`src/rtl/frv_pipeline_fetch.sv`:
```
// Instruction fetch stage: one outstanding memory request, a 2-entry buffer
// toward decode, and redirect handling with stale-response dropping.
module frv_pipeline_fetch #(
  parameter logic [31:0] FRV_PC_RESET = 32'h8000_0000
) (
  input  logic        g_clk,
  input  logic        g_resetn,
  input  logic        cf_req,
  input  logic [31:0] cf_target,
  output logic        cf_ack,
  output logic        imem_req,
  output logic [31:0] imem_addr,
  input  logic        imem_gnt,
  input  logic        imem_recv,
  input  logic [31:0] imem_rdata,
  input  logic        imem_error,
  output logic        s1_valid,
  output logic [31:0] s1_data,
  output logic [31:0] s1_pc,
  output logic        s1_error,
  input  logic        s1_busy
);

  logic [29:0] fetch_word_r;
  logic [29:0] req_word_r;
  logic        outstanding_r;
  logic        drop_r;
  logic        hold_r;
  logic [31:0] fifo_data_r [2];
  logic [29:0] fifo_word_r [2];
  logic        fifo_err_r  [2];
  logic        rd_ptr_r;
  logic        wr_ptr_r;
  logic [1:0]  count_r;

  logic        issue_s;
  logic        stall_s;
  logic        grant_s;
  logic        push_s;
  logic        pop_s;
  logic        outstanding_nxt_s;
  logic [29:0] target_word_s;
  logic        unused_target_s;

  assign target_word_s   = cf_target[31:2];
  assign unused_target_s = ^cf_target[1:0];

  assign imem_addr = {fetch_word_r, 2'b00};
  assign s1_valid  = (count_r != 2'd0);
  assign s1_data   = fifo_data_r[rd_ptr_r];
  assign s1_pc     = {fifo_word_r[rd_ptr_r], 2'b00};
  assign s1_error  = fifo_err_r[rd_ptr_r];

  // Request issue and handshake decode; a pending redirect blocks new issue,
  // so cf_ack never depends on itself through imem_req.
  always_comb begin
    issue_s           = 1'b0;
    imem_req          = 1'b0;
    if (!outstanding_r && (count_r < 2'd2) && !hold_r && !cf_req) begin
      issue_s = 1'b1;
    end else begin
      issue_s = 1'b0;
    end
    if (g_resetn) begin
      imem_req = hold_r || issue_s;
    end else begin
      imem_req = 1'b0;
    end
    stall_s           = imem_req && !imem_gnt;
    grant_s           = imem_req && imem_gnt;
    cf_ack            = g_resetn && cf_req && !stall_s;
    outstanding_nxt_s = (outstanding_r && !imem_recv) || grant_s;
    push_s            = imem_recv && !drop_r && !cf_ack;
    pop_s             = (count_r != 2'd0) && !s1_busy;
  end

  // Fetch address, transaction tracking and buffer pointers.
  always_ff @(posedge g_clk) begin
    if (!g_resetn) begin
      fetch_word_r  <= FRV_PC_RESET[31:2];
      req_word_r    <= 30'd0;
      outstanding_r <= 1'b0;
      drop_r        <= 1'b0;
      hold_r        <= 1'b0;
      rd_ptr_r      <= 1'b0;
      wr_ptr_r      <= 1'b0;
      count_r       <= 2'd0;
    end else begin
      hold_r        <= stall_s;
      outstanding_r <= outstanding_nxt_s;
      if (grant_s) begin
        req_word_r <= fetch_word_r;
      end
      if (cf_ack) begin
        fetch_word_r <= target_word_s;
      end else if (grant_s) begin
        fetch_word_r <= fetch_word_r + 30'd1;
      end
      // A response still in flight after a redirect belongs to the old stream.
      if (cf_ack) begin
        drop_r <= outstanding_nxt_s;
      end else if (imem_recv) begin
        drop_r <= 1'b0;
      end
      if (cf_ack) begin
        rd_ptr_r <= 1'b0;
        wr_ptr_r <= 1'b0;
        count_r  <= 2'd0;
      end else begin
        case ({push_s, pop_s})
          2'b10: begin
            wr_ptr_r <= ~wr_ptr_r;
            count_r  <= count_r + 2'd1;
          end
          2'b01: begin
            rd_ptr_r <= ~rd_ptr_r;
            count_r  <= count_r - 2'd1;
          end
          2'b11: begin
            wr_ptr_r <= ~wr_ptr_r;
            rd_ptr_r <= ~rd_ptr_r;
          end
          default: begin
            count_r <= count_r;
          end
        endcase
      end
    end
  end

  // Buffer payload; entries are only meaningful while counted by count_r.
  always_ff @(posedge g_clk) begin
    if (push_s) begin
      fifo_data_r[wr_ptr_r] <= imem_rdata;
      fifo_word_r[wr_ptr_r] <= req_word_r;
      fifo_err_r[wr_ptr_r]  <= imem_error;
    end
  end

endmodule

```
`config.mk`:
```
export PLATFORM = sky130hd
export DESIGN_NAME = frv_pipeline_fetch
export DESIGN_NICKNAME = d
export VERILOG_FILES = /design/src/rtl/frv_pipeline_fetch.sv
export SDC_FILE = /design/constraint.sdc
export NUM_CORES = 1
export LEC_CHECK = 0
export ABC_AREA = 1
export CAP_MARGIN = 0
export CORE_MARGIN = 3
export CORE_UTILIZATION = 42
export CTS_CLUSTER_DIAMETER = 200
export DETAILED_ROUTE_END_ITERATION = 12
export DONT_BUFFER_PORTS = 1
export PLACE_DENSITY = 0.52
export SYNTH_ARGS = -nofsm -noshare
export SYNTH_HDL_FRONTEND = slang
export SYNTH_SLANG_ARGS = --single-unit
```
`constraint.sdc`:
```
create_clock -name g_clk -period 5.74 [get_ports g_clk]
set_input_delay 0.861 -clock g_clk [delete_from_list [all_inputs] [get_ports g_clk]]
set_output_delay 0.861 -clock g_clk [all_outputs]
set_load 0.005 [all_outputs]
```
==> qor.txt <==
Initial core utilization -> 0.433
DRC -> 0
Vias in the first global route -> 5251
Top-area cell type share of the netlist area -> 0.461
Post-synth EDFFs -> 126
Post-Syn Instances -> 773
Clock Sinks -> 194
Combinational family with the most area after synthesis -> simple AND/OR/NAND/NOR gates
Vias -> 5319
Slowest cell on crit path -> buf_4
Crit path top cell by count -> buf_4
Detail Placement HPWL -> 12.1 mm
Top sig layer -> met4
Yosys top cell by area -> edfxtp_1
Vias per cell -> 5.13
Period utilization -> 0.499
Rows -> 50
Drt total wl -> 18.1 mm
Worst Path Buf+Inv -> 2
Area grow syn2layout -> 9.27%
Final hold viol count -> 0
Relative slew slack -> 0.323
Per-cell routed wire length -> 17.5 µm
Post-CTS setup buffers -> 0
CP top delay family -> buffers and inverters
P_leak -> 3.16 nW
DR WL met2 -> 8.50 mm
Power Dens Cells -> 322 nW/µm²
Max-slew violations -> 0
Async SR Flop Fraction -> 0
Hold-fix buffers, CTS -> 0
Most frequent cells in the layout -> nand2_1, edfxtp_1, dfxtp_1
WL met3 -> 1.56 mm
Nets -> 836
Mux contribution to synthesized area -> 0.0864
CTS H-Tree Depth -> 4
GRT Total Usage -> 0.172
Syn Area/Cell -> 10.6 µm²
Crit-path max FO -> 59
Detailed Route Iter0 Violations -> 308
Synth Area in Compound Gates -> 0.0569
Sequential share of the synthesized area -> 0.627
# setup viols final -> 0
Synth unique cells -> 35
Crit path DAT -> 2.91 ns
1st-pass router iterations -> 6
Ys Warns -> 0
RSZ-0062 raised after global routing -> false
Met1 Wirelength -> 7.91 mm
# port buffers -> 0
Worst-path cell chain -> o211ai_4 > buf_4 > nand2_1 > nor2_4 > buf_4
Worst Skew -> 0.0118 ns
Post-synthesis simple-gate area fraction -> 0.183
Post-CTS Resized -> 0
Gpl congestion -> 0.813
Filler Cell Count -> 1786
Longest Clk Path Bufs -> 2
Clock Pin Slew Worst Setup and Hold Paths -> 0.07 ns
Root buffer cell -> clkbuf_16
Post-Syn Area -> 8210 µm²
Actual slew at the worst max-slew pin -> 1.01 ns
Largest net degree at the start of global routing -> 64
Gr ovfl total -> 0
Max_cap viols -> 0
Post-Synth XOR/XNOR Area -> 0.00107
Peak VDD IR -> 0.000200 V
Top cells by area, synth -> edfxtp_1, dfxtp_1, mux2_2, nand2_1, nand3_1
Layout cells sized above 1 -> 0.171
Core area -> 19000 µm²
First-pass GRT wire length -> 29.0 mm
Chip height -> 146 µm
ANT nets after route -> 0
Most common flop cell mapped by yosys -> edfxtp_1
Critical path required time -> 5.78 ns
Adder-Cell Fraction of Synth Area -> 0.00152
Max incr delay on CP -> 0.66 ns
WS Path Type -> in -> reg
Final Worst Setup Slack -> 2.88 ns
Die Area -> 21300 µm²
Startpoint types -> input pin
Initial antenna violation count -> 0
CTS tree -> yes
Pre-CTS setup slack -> 2.42 ns
Hold Crit Class -> reg -> reg
Antenna diodes -> 0
#FFs+latches synth -> 194
TritonCTS buffer count -> 17
Die width -> 146 µm
Skew-Pair Late Insertion Delay -> 0.42 ns
Hold Slack -> 0.460 ns
Final Critical Period -> 2.86 ns
I/O pin cnt -> 171
Fmax -> 349 MHz
Status -> completed
Post-route setup TNS -> 0 ns
Crit path capture type -> flop
Leading cell type in the layout, fill and taps excluded -> nand2_1
Final core occ -> 0.473
-- final timing paths --
path / depth (start not counted) / from / endpoint / slack, ns
setup / recovery: 5 / imem_gnt / fifo_data_r[0][2] / 2.88
hold / removal: 0 / req_word_r[15] / fifo_word_r[0][15] / 0.46
setup reg to reg: 6 / hold_r / fifo_data_r[0][2] / 2.91
hold reg to reg: 0 / req_word_r[15] / fifo_word_r[0][15] / 0.46
-- per-layer routing --
layer,vias up,track usage
li1,2604,-
met1,2529,0.219
met2,177,0.278
met3,9,0.0663
met4,0,0.0461
met5,-,0
-- where the power goes --
group | switching, W | internal [W]
registers | 0.0000361 | 0.00155
logic | 0.000134 | 0.0000728
clock network | 0.000526 | 0.000568
-- cells by family after synthesis --
family | after synthesis
XOR/XNOR | 1
AND/OR/NAND/NOR | 347
flip-flops | 194
buffers and inverters | 81
adder cells (fa/ha/maj) | 1
other | 1
multiplexers | 63
AO/OA/AOI/OAI | 85
-- through the flow --
stage / cell area [µm²] / instances / power [W]
after global routing: 8970 / 1037 / 0.00302
after floorplan: 8220 / 776 / 0.00178
final: 8970 / 1037 / 0.00289
after global placement: 8420 / 1005 / 0.00183
after detailed placement: 8420 / 1005 / 0.00183
after CTS: 8970 / 1037 / 0.00294
-- sequential cells by signal, summed over array words and instances (netlist names), named ones only --
| name | count |
|---|---|
| fifo_word_r | 60 |
| fetch_word_r | 30 |
| hold_r | 1 |
| wr_ptr_r | 1 |
| req_word_r | 30 |
| outstanding_r | 1 |
| count_r | 2 |
| rd_ptr_r | 1 |
| fifo_err_r | 2 |
| fifo_data_r | 64 |
| drop_r | 1 |
-- cell usage after synthesis (6+ instances only) --
master	n
a21oi_1	30
buf_2	23
buf_4	8
dfxtp_1	68
edfxtp_1	126
inv_1	42
mux2_2	63
nand2_1	189
nand3_1	59
nor2_1	68
nor2_2	6
o21ai_0	35
o21ai_1	7
-- cell type report --
cell class / instances / area, µm² / area share
Sequential cell: 194 / 5150 / 0.574
Multi-Input combinational cell: 501 / 2740 / 0.305
Inverter: 44 / 165 / 0.0184
Timing Repair Buffer: 6 / 45.0 / 0.00502
Clock inverter: 15 / 126 / 0.0141
Tap cell: 260 / 325 / 0.0363
Clock buffer: 17 / 425 / 0.0474
(Power assumes the default switching activity.)
